File: config.mk
export PLATFORM = sky130hd
export DESIGN_NAME = axi4lite_reg_bank_flat
export DESIGN_NICKNAME = d
export VERILOG_FILES = /design/src/rtl/axi4lite_reg_bank_if.sv /design/src/rtl/axi4lite_reg_bank.sv /design/src/flat_wrapper.sv
export SDC_FILE = /design/constraint.sdc
export NUM_CORES = 1
export LEC_CHECK = 0
export CORE_ASPECT_RATIO = 1.2
export CORE_MARGIN = 4
export CORE_UTILIZATION = 49
export DETAILED_ROUTE_END_ITERATION = 10
export HOLD_SLACK_MARGIN = 0.05
export PLACE_DENSITY = 0.81
export SLEW_MARGIN = 30
export SYNTH_ARGS = -nofsm -noshare
export SYNTH_HDL_FRONTEND = slang
export SYNTH_SLANG_ARGS = --single-unit
File: constraint.sdc
create_clock -name aclk -period 7.35 [get_ports aclk]
set_input_delay 0.735 -clock aclk [delete_from_list [all_inputs] [get_ports aclk]]
set_output_delay 0.735 -clock aclk [all_outputs]
set_load 0.005 [all_outputs]
File: src/rtl/axi4lite_reg_bank_if.sv
// AXI4-lite bus bundle between an upstream master (bridge sub_* port) and the
// register bank. clk/reset are not part of the bundle.
//   master modport: drives AW/W/AR payload+valid and B/R ready
//   slave  modport: drives AW/W/AR ready and B/R response
interface axi4lite_reg_bank_if #(
    parameter int unsigned ADDR_WIDTH = 5
);
    logic                  awvalid;
    logic                  awready;
    logic [ADDR_WIDTH-1:0] awaddr;
    logic [2:0]            awprot;
    logic                  wvalid;
    logic                  wready;
    logic [31:0]           wdata;
    logic [3:0]            wstrb;
    logic                  bvalid;
    logic                  bready;
    logic [1:0]            bresp;
    logic                  arvalid;
    logic                  arready;
    logic [ADDR_WIDTH-1:0] araddr;
    logic [2:0]            arprot;
    logic                  rvalid;
    logic                  rready;
    logic [31:0]           rdata;
    logic [1:0]            rresp;

    modport master (
        output awvalid, awaddr, awprot, wvalid, wdata, wstrb, bready,
               arvalid, araddr, arprot, rready,
        input  awready, wready, bvalid, bresp, arready, rvalid, rdata, rresp
    );

    modport slave (
        input  awvalid, awaddr, awprot, wvalid, wdata, wstrb, bready,
               arvalid, araddr, arprot, rready,
        output awready, wready, bvalid, bresp, arready, rvalid, rdata, rresp
    );
endinterface

File: src/rtl/axi4lite_reg_bank.sv
// AXI4-lite slave register bank: N_REGS byte-strobed RW registers at word
// indices 0..N_REGS-1, a read-only status word at index N_REGS, SLVERR for
// everything else. One outstanding write and one outstanding read, on
// independent paths.
// Ports:
//   aclk, areset  clock and asynchronous active-high reset
//   s_axi         AXI4-lite slave bundle (AW/W/B/AR/R)
//   status_i      read-only status word
//   regs_o        RW register contents, register i at [32i+31:32i]
//   wr_pulse_o    one-cycle strobe per register after each OKAY write
module axi4lite_reg_bank #(
    parameter int unsigned ADDR_WIDTH  = 5,
    parameter int unsigned N_REGS      = 4,
    parameter logic [31:0] RESET_VALUE = 32'h00000000
) (
    input  logic                   aclk,
    input  logic                   areset,
    axi4lite_reg_bank_if.slave     s_axi,
    input  logic [31:0]            status_i,
    output logic [32*N_REGS-1:0]   regs_o,
    output logic [N_REGS-1:0]      wr_pulse_o
);
    localparam int unsigned IDX_W = ADDR_WIDTH - 2;
    localparam logic [IDX_W-1:0] STATUS_IDX = IDX_W'(N_REGS);
    localparam logic [1:0] RESP_OKAY   = 2'b00;
    localparam logic [1:0] RESP_SLVERR = 2'b10;

    logic [31:0]       regs_q [N_REGS];
    logic              aw_held;
    logic              w_held;
    logic              ar_held;
    logic [IDX_W-1:0]  aw_idx_q;
    logic [IDX_W-1:0]  ar_idx_q;
    logic [31:0]       wdata_q;
    logic [3:0]        wstrb_q;
    logic              bvalid_q;
    logic [1:0]        bresp_q;
    logic              rvalid_q;
    logic [31:0]       rdata_q;
    logic [1:0]        rresp_q;
    logic [N_REGS-1:0] wr_pulse_q;
    logic [31:0]       rd_data_c;
    logic [1:0]        rd_resp_c;

    // Ready is a pure function of the held flags: no input-to-output path.
    assign s_axi.awready = ~aw_held;
    assign s_axi.wready  = ~w_held;
    assign s_axi.arready = ~ar_held;
    assign s_axi.bvalid  = bvalid_q;
    assign s_axi.bresp   = bresp_q;
    assign s_axi.rvalid  = rvalid_q;
    assign s_axi.rdata   = rdata_q;
    assign s_axi.rresp   = rresp_q;
    assign wr_pulse_o    = wr_pulse_q;

    for (genvar g = 0; g < int'(N_REGS); g++) begin : g_regs_o
        assign regs_o[32*g +: 32] = regs_q[g];
    end

    // Protection bits and byte offset within the word carry no meaning here.
    logic unused_ok;
    assign unused_ok = ^{s_axi.awprot, s_axi.arprot,
                         s_axi.awaddr[1:0], s_axi.araddr[1:0]};

    // Write path: capture AW and W independently, execute once both are held.
    always_ff @(posedge aclk or posedge areset) begin
        if (areset) begin
            aw_held    <= 1'b0;
            w_held     <= 1'b0;
            aw_idx_q   <= '0;
            wdata_q    <= '0;
            wstrb_q    <= '0;
            bvalid_q   <= 1'b0;
            bresp_q    <= RESP_OKAY;
            wr_pulse_q <= '0;
            for (int i = 0; i < int'(N_REGS); i++) begin
                regs_q[i] <= RESET_VALUE;
            end
        end else begin
            wr_pulse_q <= '0;
            if (s_axi.awvalid && !aw_held) begin
                aw_idx_q <= s_axi.awaddr[ADDR_WIDTH-1:2];
                aw_held  <= 1'b1;
            end
            if (s_axi.wvalid && !w_held) begin
                wdata_q <= s_axi.wdata;
                wstrb_q <= s_axi.wstrb;
                w_held  <= 1'b1;
            end
            if (aw_held && w_held && !bvalid_q) begin
                bvalid_q <= 1'b1;
                bresp_q  <= (aw_idx_q < STATUS_IDX) ? RESP_OKAY : RESP_SLVERR;
                for (int i = 0; i < int'(N_REGS); i++) begin
                    if (aw_idx_q == IDX_W'(i)) begin
                        for (int b = 0; b < 4; b++) begin
                            if (wstrb_q[b]) begin
                                regs_q[i][8*b +: 8] <= wdata_q[8*b +: 8];
                            end
                        end
                        wr_pulse_q[i] <= 1'b1;
                    end
                end
            end else if (bvalid_q && s_axi.bready) begin
                // Held flags stay set through the response so no new AW/W is
                // taken until the following cycle.
                bvalid_q <= 1'b0;
                aw_held  <= 1'b0;
                w_held   <= 1'b0;
            end
        end
    end

    // Read source mux; sampled at the load edge so a coincident write is not seen.
    always_comb begin
        rd_data_c = '0;
        rd_resp_c = RESP_SLVERR;
        for (int i = 0; i < int'(N_REGS); i++) begin
            if (ar_idx_q == IDX_W'(i)) begin
                rd_data_c = regs_q[i];
                rd_resp_c = RESP_OKAY;
            end
        end
        if (ar_idx_q == STATUS_IDX) begin
            rd_data_c = status_i;
            rd_resp_c = RESP_OKAY;
        end
    end

    // Read path: one-cycle latency from AR handshake to rvalid.
    always_ff @(posedge aclk or posedge areset) begin
        if (areset) begin
            ar_held  <= 1'b0;
            ar_idx_q <= '0;
            rvalid_q <= 1'b0;
            rdata_q  <= '0;
            rresp_q  <= RESP_OKAY;
        end else begin
            if (s_axi.arvalid && !ar_held) begin
                ar_idx_q <= s_axi.araddr[ADDR_WIDTH-1:2];
                ar_held  <= 1'b1;
            end
            if (ar_held && !rvalid_q) begin
                rvalid_q <= 1'b1;
                rdata_q  <= rd_data_c;
                rresp_q  <= rd_resp_c;
            end else if (rvalid_q && s_axi.rready) begin
                rvalid_q <= 1'b0;
                ar_held  <= 1'b0;
            end
        end
    end
endmodule
File: src/flat_wrapper.sv
// flat-port wrapper written by rule: the top's interface ports become plain ports
module axi4lite_reg_bank_flat 
#(
    parameter int unsigned ADDR_WIDTH  = 5,
    parameter int unsigned N_REGS      = 4,
    parameter logic [31:0] RESET_VALUE = 32'h00000000
)
  (aclk, areset, status_i, regs_o, wr_pulse_o, s_axi_awvalid, s_axi_awaddr, s_axi_awprot, s_axi_wvalid, s_axi_wdata, s_axi_wstrb, s_axi_bready, s_axi_arvalid, s_axi_araddr, s_axi_arprot, s_axi_rready, s_axi_awready, s_axi_wready, s_axi_bvalid, s_axi_bresp, s_axi_arready, s_axi_rvalid, s_axi_rdata, s_axi_rresp);
  axi4lite_reg_bank_if #(.ADDR_WIDTH(ADDR_WIDTH)) s_axi_i ();
  input  logic aclk;
  input  logic areset;
  input  logic [31:0] status_i;
  output logic [32*N_REGS-1:0] regs_o;
  output logic [N_REGS-1:0] wr_pulse_o;
  input wire logic [$bits(s_axi_i.awvalid)-1:0] s_axi_awvalid;
  input wire logic [$bits(s_axi_i.awaddr)-1:0] s_axi_awaddr;
  input wire logic [$bits(s_axi_i.awprot)-1:0] s_axi_awprot;
  input wire logic [$bits(s_axi_i.wvalid)-1:0] s_axi_wvalid;
  input wire logic [$bits(s_axi_i.wdata)-1:0] s_axi_wdata;
  input wire logic [$bits(s_axi_i.wstrb)-1:0] s_axi_wstrb;
  input wire logic [$bits(s_axi_i.bready)-1:0] s_axi_bready;
  input wire logic [$bits(s_axi_i.arvalid)-1:0] s_axi_arvalid;
  input wire logic [$bits(s_axi_i.araddr)-1:0] s_axi_araddr;
  input wire logic [$bits(s_axi_i.arprot)-1:0] s_axi_arprot;
  input wire logic [$bits(s_axi_i.rready)-1:0] s_axi_rready;
  output wire logic [$bits(s_axi_i.awready)-1:0] s_axi_awready;
  output wire logic [$bits(s_axi_i.wready)-1:0] s_axi_wready;
  output wire logic [$bits(s_axi_i.bvalid)-1:0] s_axi_bvalid;
  output wire logic [$bits(s_axi_i.bresp)-1:0] s_axi_bresp;
  output wire logic [$bits(s_axi_i.arready)-1:0] s_axi_arready;
  output wire logic [$bits(s_axi_i.rvalid)-1:0] s_axi_rvalid;
  output wire logic [$bits(s_axi_i.rdata)-1:0] s_axi_rdata;
  output wire logic [$bits(s_axi_i.rresp)-1:0] s_axi_rresp;
  assign s_axi_i.awvalid = s_axi_awvalid;
  assign s_axi_i.awaddr = s_axi_awaddr;
  assign s_axi_i.awprot = s_axi_awprot;
  assign s_axi_i.wvalid = s_axi_wvalid;
  assign s_axi_i.wdata = s_axi_wdata;
  assign s_axi_i.wstrb = s_axi_wstrb;
  assign s_axi_i.bready = s_axi_bready;
  assign s_axi_i.arvalid = s_axi_arvalid;
  assign s_axi_i.araddr = s_axi_araddr;
  assign s_axi_i.arprot = s_axi_arprot;
  assign s_axi_i.rready = s_axi_rready;
  assign s_axi_awready = s_axi_i.awready;
  assign s_axi_wready = s_axi_i.wready;
  assign s_axi_bvalid = s_axi_i.bvalid;
  assign s_axi_bresp = s_axi_i.bresp;
  assign s_axi_arready = s_axi_i.arready;
  assign s_axi_rvalid = s_axi_i.rvalid;
  assign s_axi_rdata = s_axi_i.rdata;
  assign s_axi_rresp = s_axi_i.rresp;
  axi4lite_reg_bank #(.ADDR_WIDTH(ADDR_WIDTH), .N_REGS(N_REGS), .RESET_VALUE(RESET_VALUE)) u_core (.aclk(aclk), .areset(areset), .s_axi(s_axi_i), .status_i(status_i), .regs_o(regs_o), .wr_pulse_o(wr_pulse_o));
endmodule
==> results.sh, run 1 <==
export IMPL_yosys_area_top_type="dfrtp_1"
export IMPL_slowest_delay_ns=0.68
export IMPL_ctsHoldBuffers=0
export IMPL_hold_class="flop to flop"
export IMPL_post_cts_buffers=0
export IMPL_clock_skew_ns=0.0156
export IMPL_antenna_cells=0
export IMPL_area_growth_pct=35.6
export IMPL_min_path_cells=2
export IMPL_synth_edff_count=0
export IMPL_r2r_slack_ns=4.94
export IMPL_cts_tree="done"
export IMPL_port_buffers=251
export IMPL_finalSetupViolCount=0
export IMPL_h_tree_depth=1
export IMPL_synth_xor_area_frac=0
export IMPL_outcome="completed"
export IMPL_core_area_sq_mm=0.0191
export IMPL_post_drt_wl_per_cell_um=23.1
export IMPL_worst_pin_slew_ns=0.971
export IMPL_post_dp_cell_area_sq_mm=0.0123
export IMPL_crit_required_ns=6.61
export IMPL_max_freq_mhz=397
export IMPL_grt_overflow=0
export IMPL_first_pass_iters=4
export IMPL_synth_cell_area_sq_mm=0.00961
export IMPL_yosys_area_share_simple=0.0974
export IMPL_drc=0
export IMPL_die_x_um=136
export IMPL_cp_max_fo=17
export IMPL_initial_core_util=0.504
export IMPL_synth_main_ff_cell="dfrtp_1"
export IMPL_yosys_cell_count_top_type="dfrtp_1"
export IMPL_cts_max_path_buffers=3
export IMPL_synth_top_area_share=0.555
export IMPL_critPathSlowestCell="dfrtp_1"
export IMPL_dp_hpwl_mm=18.6
export IMPL_num_vias=6940
export IMPL_slew_headroom=0.352
export IMPL_finalInstanceArea_sq_mm=0.0130
export IMPL_cp_top_family="flip-flops"
export IMPL_final_max_slew_viol_count=0
export IMPL_layout_drive_gt1_share=0.318
export IMPL_worstSetupPathType="flop to primary output"
export IMPL_antenna_found_initial=0
export IMPL_r2r_end="u_core.s_axi.rdata[14]"
export IMPL_grt_total_usage=0.249
export IMPL_rsz0062_at_grt="no"
export IMPL_grt_pass1_vias=7375
export IMPL_final_hold_violation_count=0
export IMPL_seqCellArea_sq_mm=0.00533
export IMPL_hold_start="u_core.s_axi.rdata[24]"
export IMPL_r2r_start="u_core.ar_idx_q[0]"
export IMPL_grt_first_pass_wirelength_mm=42.6
export IMPL_synthAdderAreaFrac=0
export IMPL_crit_path_start_kind="flop"
export IMPL_cts_clk_slew_worst_paths_ns=0.06
export IMPL_end_kind="primary output"
export IMPL_period_needed_ns=2.52
export IMPL_fp_dieH_um=161
export IMPL_grt_max_degree=141
export IMPL_synth_cells=698
export IMPL_synth_distinct_cells=37
export IMPL_routed_wl_mm=27.7
export IMPL_dieArea_sq_mm=0.0219
export IMPL_drv_cap=0
export IMPL_fin_cells=1198
export IMPL_netlist_top_cells_area="dfrtp_1 55%, mux2_2 24%, nand3_4 2.2%, nor4bb_1 1.9%, o21ai_0 1.9%"
export IMPL_cts_root_buffer="clkbuf_16"
export IMPL_dp_cells=1163
export IMPL_avgSynthCellArea_sq_um=13.8
export IMPL_clock_sinks=213
export IMPL_numCtsBuffers=22
export IMPL_ys_ff_latch=213
export IMPL_vias_per_cell=5.79
export IMPL_ir_drop_mv=0.291
export IMPL_power_total_mw=5.77
export IMPL_final_nets=1023
export IMPL_drtIter0Drc=310
export IMPL_critPathBufInv=1
export IMPL_core_rowCount=55
export IMPL_layout_setup_ws_ns=4.83
export IMPL_synth_mux_area_frac=0.243
export IMPL_setup_tns_final_ns=0
export IMPL_io_pins=264
export IMPL_synth_compound_area_frac=0.0742
export IMPL_cp_cell_sequence="clkdlybuf4s50_1"
export IMPL_whs_endpoint="u_core.s_axi.rdata[24]"
export IMPL_rr_worst_depth=4
export IMPL_drtAntennaViolNets=0
export IMPL_multi_input_area_sq_mm=0.00404
export IMPL_clock_latency_ns=0.49
export IMPL_p_per_area_mw_per_mm2=443
export IMPL_synth_top_family_by_area="multiplexers"
export IMPL_synth_async_reset_ratio=1.00
export IMPL_seq_area_frac_synth=0.555
export IMPL_fin_crit_sh=0.343
export IMPL_cts_resized=0
export IMPL_num_fill_cells=1421
export IMPL_place_ws_ns=4.27
export IMPL_crit_arrival_ns=1.79
export IMPL_leakage_nw=5.46
export IMPL_place_congestion=0.778
export IMPL_synthTopCellsByCount="213 x dfrtp_1, 201 x mux2_2, 36 x o21ai_0"
export IMPL_yosysWarnings=0
[power breakdown]
| group | total [mW] | leakage [nW] | internal, mW | switching [mW] |
|---|---|---|---|---|
| registers | 2.27 | 2.69 | 1.72 | 0.552 |
| clock network | 1.12 | 0.347 | 0.679 | 0.440 |
| logic | 2.39 | 2.42 | 1.47 | 0.918 |
| total | 5.77 | 5.46 | 3.86 | 1.91 |
[layout by cell type (no fill, tap or decap), drive strengths merged]
| cell type | instances |
|---|---|
| dfrtp | 213 |
| nor4bb | 18 |
| or3b | 12 |
| or2 | 18 |
| nand2b | 1 |
| bufinv | 3 |
| a221oi | 20 |
| inv | 3 |
| mux2 | 206 |
| and3 | 1 |
| nand2 | 24 |
| a311oi | 11 |
| and4bb | 1 |
| and2 | 3 |
| nor3b | 2 |
| clkinvlp | 2 |
| nor2b | 8 |
| nor2 | 8 |
| buf | 8 |
| clkinv | 4 |
| clkdlybuf4s50 | 251 |
| nand3 | 13 |
| a22oi | 11 |
| o21ai | 41 |
| a21oi | 15 |
| clkbuf | 26 |
| o22ai | 11 |
| nand4 | 4 |
| a222oi | 1 |
| mux2i | 1 |
| conb | 2 |
[routing by layer]
layer,track usage,share of wire
met4,0.0843,0.033
met1,0.305,0.38
met3,0.0561,0.075
met2,0.435,0.51
met5,0,0
[worst min-delay path: cells and delay by family (launching register included)]
family / cells / cell delay (ns)
and+or+nand+nor: 1 / 0.04
AOI/OAI and AO/OA: 1 / 0.06
DFF: 1 / 0.34
[flip-flops by register name (all words and copies together), names as in the netlist, 3 cells and up]
signal              cells
u_core.s_axi.rdata     32
u_core.ar_idx_q         3
u_core.wstrb_q          4
u_core.regs_o         128
u_core.wr_pulse_o       4
u_core.aw_idx_q         3
u_core.wdata_q         32
[cells by family after synthesis]
kind of cell           after synthesis
buffers and inverters               54
DFF                                213
other                                1
muxes                              207
and+or+nand+nor                    113
AOI/OAI and AO/OA                  110
[how the worst max path moves through the flow]
| stage | start | to | slack, ns | depth (start not counted) |
|---|---|---|---|---|
| after floorplan | areset | u_core.ar_held | 0.79 | 1 |
| after global placement | areset | u_core.ar_idx_q[0] | 4.30 | 3 |
| after detailed placement | areset | u_core.ar_idx_q[0] | 4.27 | 3 |
| after CTS | u_core.s_axi.rvalid | s_axi_rvalid | 4.79 | 1 |
| after global routing | u_core.s_axi.rvalid | s_axi_rvalid | 4.73 | 1 |
| final | u_core.s_axi.rvalid | s_axi_rvalid | 4.83 | 1 |
[final cells by class]
cell class | instances | area share
Clock buffer | 26 | 0.0458
Sequential cell | 213 | 0.409
Multi-Input combinational cell | 432 | 0.310
Tap cell | 256 | 0.0246
Inverter | 4 | 0.00211
Clock inverter | 8 | 0.00922
Timing Repair Buffer | 259 | 0.199
[stage by stage]
stage	hold slack, ns	utilization
final	0.481	0.684
after global routing	0.500	0.684
after CTS	0.483	0.681
after detailed placement	0.459	0.644
after global placement	0.454	0.644
after floorplan	0.463	-
Note: power is estimated with default switching activity, not from simulation.
==> run 2: changes to the inputs <==
CORE_UTILIZATION = 44   (was 49)
PLACE_DENSITY = 0.77   (was 0.81)
clock period = 2.05 ns   (was 7.35 ns; I/O delays follow)
==> results.sh, run 2 (same netlist as run 1, synthesis figures left out) <==
export IMPL_clock_sinks=213
export IMPL_die_x_um=143
export IMPL_hold_class="input port to flop"
export IMPL_max_freq_mhz=509
export IMPL_rsz0062_at_grt="no"
export IMPL_num_vias=7039
export IMPL_antenna_found_initial=1
export IMPL_ir_drop_mv=1.05
export IMPL_initial_core_util=0.452
export IMPL_cts_max_path_buffers=3
export IMPL_outcome="completed"
export IMPL_vias_per_cell=5.63
export IMPL_drc=0
export IMPL_fin_crit_sh=0.959
export IMPL_crit_arrival_ns=2.37
export IMPL_grt_total_usage=0.227
export IMPL_hold_start="s_axi_rready"
export IMPL_end_kind="flop"
export IMPL_cts_clk_slew_worst_paths_ns=0.06
export IMPL_p_per_area_mw_per_mm2=1580
export IMPL_dp_hpwl_mm=19.8
export IMPL_largest_register_ffs=128
export IMPL_grt_overflow=0
export IMPL_crit_path_start_kind="flop"
export IMPL_grt_max_degree=81
export IMPL_final_hold_violation_count=0
export IMPL_antenna_cells=0
export IMPL_area_growth_pct=39.6
export IMPL_setup_tns_final_ns=0
export IMPL_core_rowCount=58
export IMPL_h_tree_depth=1
export IMPL_fp_dieH_um=170
export IMPL_r2r_start="u_core.ar_idx_q[0]"
export IMPL_finalSetupViolCount=0
export IMPL_layout_drive_gt1_share=0.339
export IMPL_final_common_cell="clkdlybuf4s50_1"
export IMPL_dp_cells=1209
export IMPL_drv_cap=0
export IMPL_clock_skew_ns=0.0197
export IMPL_core_area_sq_mm=0.0213
export IMPL_period_needed_ns=1.97
export IMPL_fin_cells=1250
export IMPL_worst_pin_slew_ns=0.999
export IMPL_post_cts_buffers=0
export IMPL_io_pins=264
export IMPL_drtIter0Drc=395
export IMPL_cts_root_buffer="clkbuf_16"
export IMPL_crit_start="u_core.ar_idx_q[0]"
export IMPL_final_nets=1057
export IMPL_num_fill_cells=1656
export IMPL_grt_first_pass_wirelength_mm=43.0
export IMPL_multi_input_area_sq_mm=0.00405
export IMPL_place_congestion=0.821
export IMPL_drtAntennaViolNets=0
export IMPL_routed_wl_mm=28.3
export IMPL_slew_headroom=0.333
export IMPL_post_drt_wl_per_cell_um=22.7
export IMPL_crit_required_ns=2.46
export IMPL_leakage_nw=5.67
export IMPL_dieArea_sq_mm=0.0243
export IMPL_cp_max_fo=18
export IMPL_seqCellArea_sq_mm=0.00533
export IMPL_numCtsBuffers=23
export IMPL_final_max_slew_viol_count=0
export IMPL_final_cell_mix="251 x clkdlybuf4s50_1, 212 x dfrtp_1, 201 x mux2_2, 36 x o21ai_0, 30 x buf_4"
export IMPL_worstSetupPathType="flop to flop"
export IMPL_grt_pass1_vias=7513
export IMPL_clock_latency_ns=0.51
export IMPL_cts_tree="done"
export IMPL_layout_setup_ws_ns=0.0847
export IMPL_place_ws_ns=0.0723
export IMPL_first_pass_iters=4
export IMPL_port_buffers=251
-- run 2: worst paths after layout --
path | to | slack (ns) | depth (start not counted)
worst max-delay path | u_core.s_axi.rdata[14] | 0.08 | 3
worst min-delay path | u_core.ar_held | 0.29 | 2
worst max register to register | u_core.s_axi.rdata[14] | 0.08 | 3
worst min register to register | u_core.s_axi.rdata[25] | 0.48 | 2
max in group asynchronous | u_core.wdata_q[8] | 0.83 | 4
min in group asynchronous | u_core.wr_pulse_o[0] | 0.53 | 3
-- run 2: critical path: stages, from the launching register on --
cell and delay [ns]:
dfrtp_2 0.55, nor2_2 0.81, a221oi_1 0.29, o21ai_0 0.23
-- run 2: where the power goes --
part / leakage (nW) / internal [mW] / switching (mW)
Clock: 0.371 / 2.55 / 1.62
Combinational: 2.61 / 5.55 / 3.41
Sequential: 2.69 / 6.16 / 1.93
Total: 5.67 / 14.3 / 6.96
-- run 2: cell type report --
cell class / instances / share of cell area
clock buffer: 32 / 0.0476
clock inverter: 7 / 0.00876
inverter: 4 / 0.00140
multi-input combinational: 433 / 0.302
sequential: 213 / 0.397
tap: 270 / 0.0252
timing repair buffer: 291 / 0.218
-- run 2: repair_timing --
action	4_1_cts	5_1_grt
endpoints found under the setup margin	0	8
hold buffers	1	0
gates resized for setup	0	1
hold endpoints to repair	5	0
-- run 2: per-stage QoR --
step | area (sq um) | power [mW] | hold WS, ns | util
after floorplan | 9620 | 12.0 | 0.294 | -
after global placement | 12600 | 16.8 | 0.462 | 0.594
after detailed placement | 12600 | 17.0 | 0.464 | 0.595
after CTS | 13400 | 21.3 | 0.274 | 0.631
after global routing | 13400 | 22.4 | 0.288 | 0.631
final | 13400 | 21.2 | 0.291 | 0.631
-- run 2: routing by layer --
metal	track usage	routed length, um
met5	0	17
met3	0.0579	2500
met1	0.288	11100
met4	0.0508	453
met2	0.391	14300
==> run 3: changes to the inputs <==
PLACE_DENSITY = 0.73   (was 0.77)
==> results.sh, run 3 (same netlist as run 1, synthesis figures left out) <==
export IMPL_outcome="completed"
export IMPL_finalInstanceArea_sq_mm=0.0133
export IMPL_area_growth_pct=38.2
export IMPL_power_total_mw=20.9
export IMPL_largest_register_ffs=128
export IMPL_slowest_delay_ns=0.77
export IMPL_core_area_sq_mm=0.0213
export IMPL_clock_sinks=213
export IMPL_post_cts_buffers=0
export IMPL_cp_top_family="simple AND/OR/NAND/NOR gates"
export IMPL_cts_root_buffer="clkbuf_16"
export IMPL_dp_cells=1200
export IMPL_leakage_nw=5.59
export IMPL_grt_first_pass_wirelength_mm=43.0
export IMPL_critPathSlowestCell="nor2_2"
export IMPL_hold_ws_ns=0.133
export IMPL_vias_per_cell=5.58
export IMPL_cts_tree="done"
export IMPL_grt_pass1_vias=7358
export IMPL_num_vias=6892
export IMPL_crit_required_ns=2.46
export IMPL_multi_input_area_sq_mm=0.00404
export IMPL_place_ws_ns=0.108
export IMPL_crit_path_start_kind="flop"
export IMPL_cts_max_path_buffers=3
export IMPL_cts_clk_slew_worst_paths_ns=0.06
export IMPL_h_tree_depth=1
export IMPL_period_needed_ns=1.97
export IMPL_core_rowCount=58
export IMPL_drtIter0Drc=289
export IMPL_final_hold_violation_count=0
export IMPL_grt_max_degree=85
export IMPL_initial_core_util=0.452
export IMPL_antenna_found_initial=0
export IMPL_seqCellArea_sq_mm=0.00533
export IMPL_drv_cap=0
export IMPL_routed_wl_mm=27.8
export IMPL_post_drt_wl_per_cell_um=22.5
export IMPL_finalSetupViolCount=0
export IMPL_worstSetupPathType="flop to flop"
export IMPL_io_pins=264
export IMPL_rsz0062_at_grt="no"
export IMPL_max_freq_mhz=508
export IMPL_critPathBufInv=0
export IMPL_cp_max_fo=19
export IMPL_ir_drop_mv=0.896
export IMPL_clock_skew_ns=0.0119
export IMPL_num_fill_cells=1682
export IMPL_crit_arrival_ns=2.38
export IMPL_final_cell_mix="251 x clkdlybuf4s50_1, 212 x dfrtp_1, 201 x mux2_2, 36 x o21ai_0, 24 x nand2_1"
export IMPL_final_nets=1046
export IMPL_hold_class="input port to asynchronous set/reset pin"
export IMPL_layout_setup_ws_ns=0.0825
export IMPL_final_max_slew_viol_count=0
export IMPL_first_pass_iters=4
export IMPL_drc=0
export IMPL_place_congestion=0.830
export IMPL_cp_cell_sequence="nor2_2 > a221oi_1 > o21ai_0"
export IMPL_setup_tns_final_ns=0
export IMPL_dieArea_sq_mm=0.0243
export IMPL_port_buffers=251
export IMPL_drtAntennaViolNets=0
export IMPL_antenna_cells=0
export IMPL_worst_pin_slew_ns=0.955
export IMPL_grt_overflow=0
export IMPL_fp_dieH_um=170
export IMPL_p_per_area_mw_per_mm2=1570
export IMPL_end_kind="flop"
export IMPL_post_dp_cell_area_sq_mm=0.0125
export IMPL_die_x_um=143
export IMPL_final_common_cell="clkdlybuf4s50_1"
export IMPL_clock_latency_ns=0.50
export IMPL_dp_hpwl_mm=19.2
export IMPL_postLayoutCoreUtil=0.625
export IMPL_slew_headroom=0.363
export IMPL_grt_total_usage=0.227
export IMPL_numCtsBuffers=22
export IMPL_fin_cells=1236
export IMPL_fin_crit_sh=0.960
export IMPL_layout_drive_gt1_share=0.331
[run 3: changes by cell type in the layout (fill, tap and decap cells not counted)]
cell and delta:
nor2b_4 -1, buf_12 -2, dfrtp_4 +1, buf_4 -7, inv_6 -1, clkinv_4 -1, dfrtp_2 -1, dlygate4sd3_1 -1
clkbuf_1 -1, buf_16 +1, bufinv_16 -1
[run 3: worst paths after layout]
check	from	end	slack (ns)	depth (start not counted)
worst min-delay path	areset	u_core.regs_o[50]	0.13	3
worst max-delay path	u_core.ar_idx_q[0]	u_core.s_axi.rdata[14]	0.08	3
worst min register to register	u_core.s_axi.rresp[1]	u_core.s_axi.rresp[1]	0.48	2
max in group asynchronous	areset	u_core.ar_idx_q[2]	1.37	4
worst max register to register	u_core.ar_idx_q[0]	u_core.s_axi.rdata[14]	0.08	3
min in group aclk	s_axi_rready	u_core.s_axi.rvalid	0.29	2
[run 3: repair_timing]
action | in CTS | in global routing
setup endpoints to repair | 0 | 1
hold buffers | 0 | 0
resized for setup | 0 | 1
[run 3: final cells by class]
| class | count | area share |
|---|---|---|
| multi-input cells | 432 | 0.304 |
| well taps | 270 | 0.0254 |
| clock buffers | 31 | 0.0478 |
| flip-flops and latches | 213 | 0.402 |
| clock inverters | 4 | 0.00527 |
| repair buffers | 282 | 0.215 |
| inverters | 4 | 0.00141 |
[run 3: worst min-delay path: stages]
cell             delay, ns
clkdlybuf4s50_1       0.46
clkinvlp_4            0.11
buf_4                 0.19
[run 3: routing by layer]
layer	wire length [um]	up-vias	track usage
li1	-	3103	-
met2	13900	246	0.390
met5	0	-	0
met4	629	0	0.0599
met1	11100	3497	0.285
met3	2220	46	0.0565
[run 3: where the power goes]
group	switching (mW)	total (mW)	internal, mW
Sequential	1.93	8.09	6.17
Combinational	3.30	8.81	5.51
Clock	1.57	3.96	2.39
Total	6.80	20.9	14.1
==> patch (settings of run 2) <==
`N_REGS` is set to 4 in 2 places; all go to 2.
--- a/src/rtl/axi4lite_reg_bank.sv
+++ b/src/rtl/axi4lite_reg_bank.sv
@@ -11,5 +11,5 @@
 module axi4lite_reg_bank #(
     parameter int unsigned ADDR_WIDTH  = 5,
-    parameter int unsigned N_REGS      = 4,
+    parameter int unsigned N_REGS      = 2,
     parameter logic [31:0] RESET_VALUE = 32'h00000000
 ) (
--- a/src/flat_wrapper.sv
+++ b/src/flat_wrapper.sv
@@ -3,5 +3,5 @@
 #(
     parameter int unsigned ADDR_WIDTH  = 5,
-    parameter int unsigned N_REGS      = 4,
+    parameter int unsigned N_REGS      = 2,
     parameter logic [31:0] RESET_VALUE = 32'h00000000
 )
Interface: changed (resized regs_o and wr_pulse_o); port bits go from 264 to 198. The function was not compared with the original's and may differ.
==> patch against run 2 <==
Power fell by 37%. Fmax rose by 12%. Final area fell by 32%. Worst setup slack improved by 0.22 ns. Cell count fell by 29%. Sequential cell count fell by 66. Sequential share of layout area rose by 0.85 points. Routed wire length fell by 43%. Area after synthesis fell by 33%. Critical endpoint is now u_core.regs_o[14]. Largest power group is now registers.
==> patch: results (changes against run 2) <==
Max-slew violations - 0 (unchanged)
DR vias - 4,721 (was 7,039)
P_leak - 3.98 nW (was 5.67 nW)
Post-Route WL - 16.2 mm (was 28.3 mm)
GR Util All Layers - 0.199 (was 0.227)
Register area share after synthesis - 0.574 (was 0.555)
Nets - 791 (was 1,057)
Synth Warn # - 0 (unchanged)
1st-iter DRT viols - 152 (was 395)
RePlAce Congestion - 0.808 (was 0.821)
Filler cells - 1,126 (was 1,656)
Vias in the first global route - 5,031 (was 7,513)
Max incr delay on CP - 0.42 ns (was 0.81 ns)
Top cells by count, synth - dfrtp_1, mux2_2, o21ai_0 (unchanged)
Clk Latency, worst-skew pair - 0.41 ns (was 0.51 ns)
DP HPWL - 11.5 mm (was 19.8 mm)
Layout Cells excl Fill - 890 (was 1,250)
Max IR drop VDD - 0.000858 V (was 0.00105 V)
FF-to-FF End - u_core.regs_o[14] (was u_core.s_axi.rdata[14])
Worst R2R Setup Slack - 0.30 ns (was 0.08 ns)
Port Buffers - 185 (was 251)
Fraction of layout cells with a size suffix above 1 - 0.231 (was 0.339)
Total setup buffers inserted after CTS - 0 (unchanged)
Slowest stage cell, crit path - dfrtp_1 (was nor2_2)
Crit-path max FO - 12 (was 18)
Min Hold Slack - 0.261 ns (was 0.291 ns)
Async S/R FF share, synth - 1.00 (unchanged)
H-tree depth - 4 (was 1)
Initial antenna violation count - 2 (was 1)
Status - finished clean (unchanged)
Pre-Repair DR Iteration Count - 4 (unchanged)
First-pass GRT wire length - 26.1 mm (was 43.0 mm)
Placed cell count - 856 (was 1,209)
Clk slew on worst S/H paths - 0.06 ns (about the same)
Clk buf depth - 2 (was 3)
Largest net degree at the start of global routing - 72 (was 81)
Yosys cell types - 29 (was 37)
Hold Path Class - in -> async (was in -> reg)
Root cell of the clock tree - clkbuf_16 (unchanged)
Synth top area cells - dfrtp_1, mux2_2, a32o_1, o21ai_0, nor2_1 (was dfrtp_1, mux2_2, nand3_4, nor4bb_1, o21ai_0)
Worst EP arrival - 2.04 ns (was 2.37 ns)
CP startpoint - u_core.s_axi.bvalid (was u_core.ar_idx_q[0])
Combinational power - 5.05 mW (was 8.96 mW)
R2R cell count - 4 (was 3)
Crit path max-delay family - simple AND/OR/NAND/NOR gates (unchanged)
Clock Skew - 0.00773 ns (was 0.0197 ns)
Net Sw Frac - 0.318 (was 0.328)
Reg power frac - 0.394 (was 0.381)
Synthesized netlist cell count - 516 (was 698)
Cts bufs inserted - 17 (was 23)
Max reg flops - 64 (was 128)
[patch: cell count changes in the layout (fill, tap and decap cells not counted), moves of 12 or more]
cell / before / now
nand3_4: 12 / 0
o21ai_0: 36 / 64
a221oi_1: 20 / 0
mux2_2: 201 / 96
or2_2: 18 / 0
a32o_1: 0 / 32
buf_4: 30 / 8
clkdlybuf4s50_1: 251 / 185
inv_1: 3 / 35
nor4bb_1: 18 / 0
nor2_1: 6 / 37
dfrtp_1: 212 / 145
[patch: routing by layer]
layer	GRT usage	routed length, um
met4	0.105	449
met3	0.0509	847
met1	0.227	6360
met5	0	0
met2	0.345	8590
[patch: cell type report]
type | count | area share
inverter | 36 | 0.0153
timing repair buffer | 198 | 0.222
antenna | 2 | 0.000552
clock inverter | 7 | 0.00772
clock buffer | 25 | 0.0568
tap | 175 | 0.0241
sequential | 147 | 0.406
multi-input combinational | 300 | 0.268
[patch: cells by family after synthesis]
group           count (synthesis)  synth area share
compound gates                103             0.106
buf+inv                        70            0.0486
flops                         147             0.574
mux                           106             0.191
other cells                     1          0.000585
simple gates                   89            0.0793
[patch: worst reg2reg max path, cell delays in order (launching register included)]
cell and delay, ns:
dfrtp_1 0.42, and3b_1 0.22, buf_4 0.26, nand4b_2 0.34, mux2_2 0.39
[patch: through the flow]
step	setup TNS, ns	total power [mW]	area (um^2)	worst slack (ns)	util
2_1_floorplan	-0.295	7.71	6410	-0.00201	-
3_3_place_gp	0	10.1	8480	0.330	0.591
3_5_place_dp	0	10.4	8480	0.299	0.591
4_1_cts	0	13.5	9070	0.267	0.632
5_1_grt	0	14.1	9070	0.209	0.632
6_report	0	13.3	9070	0.300	0.632
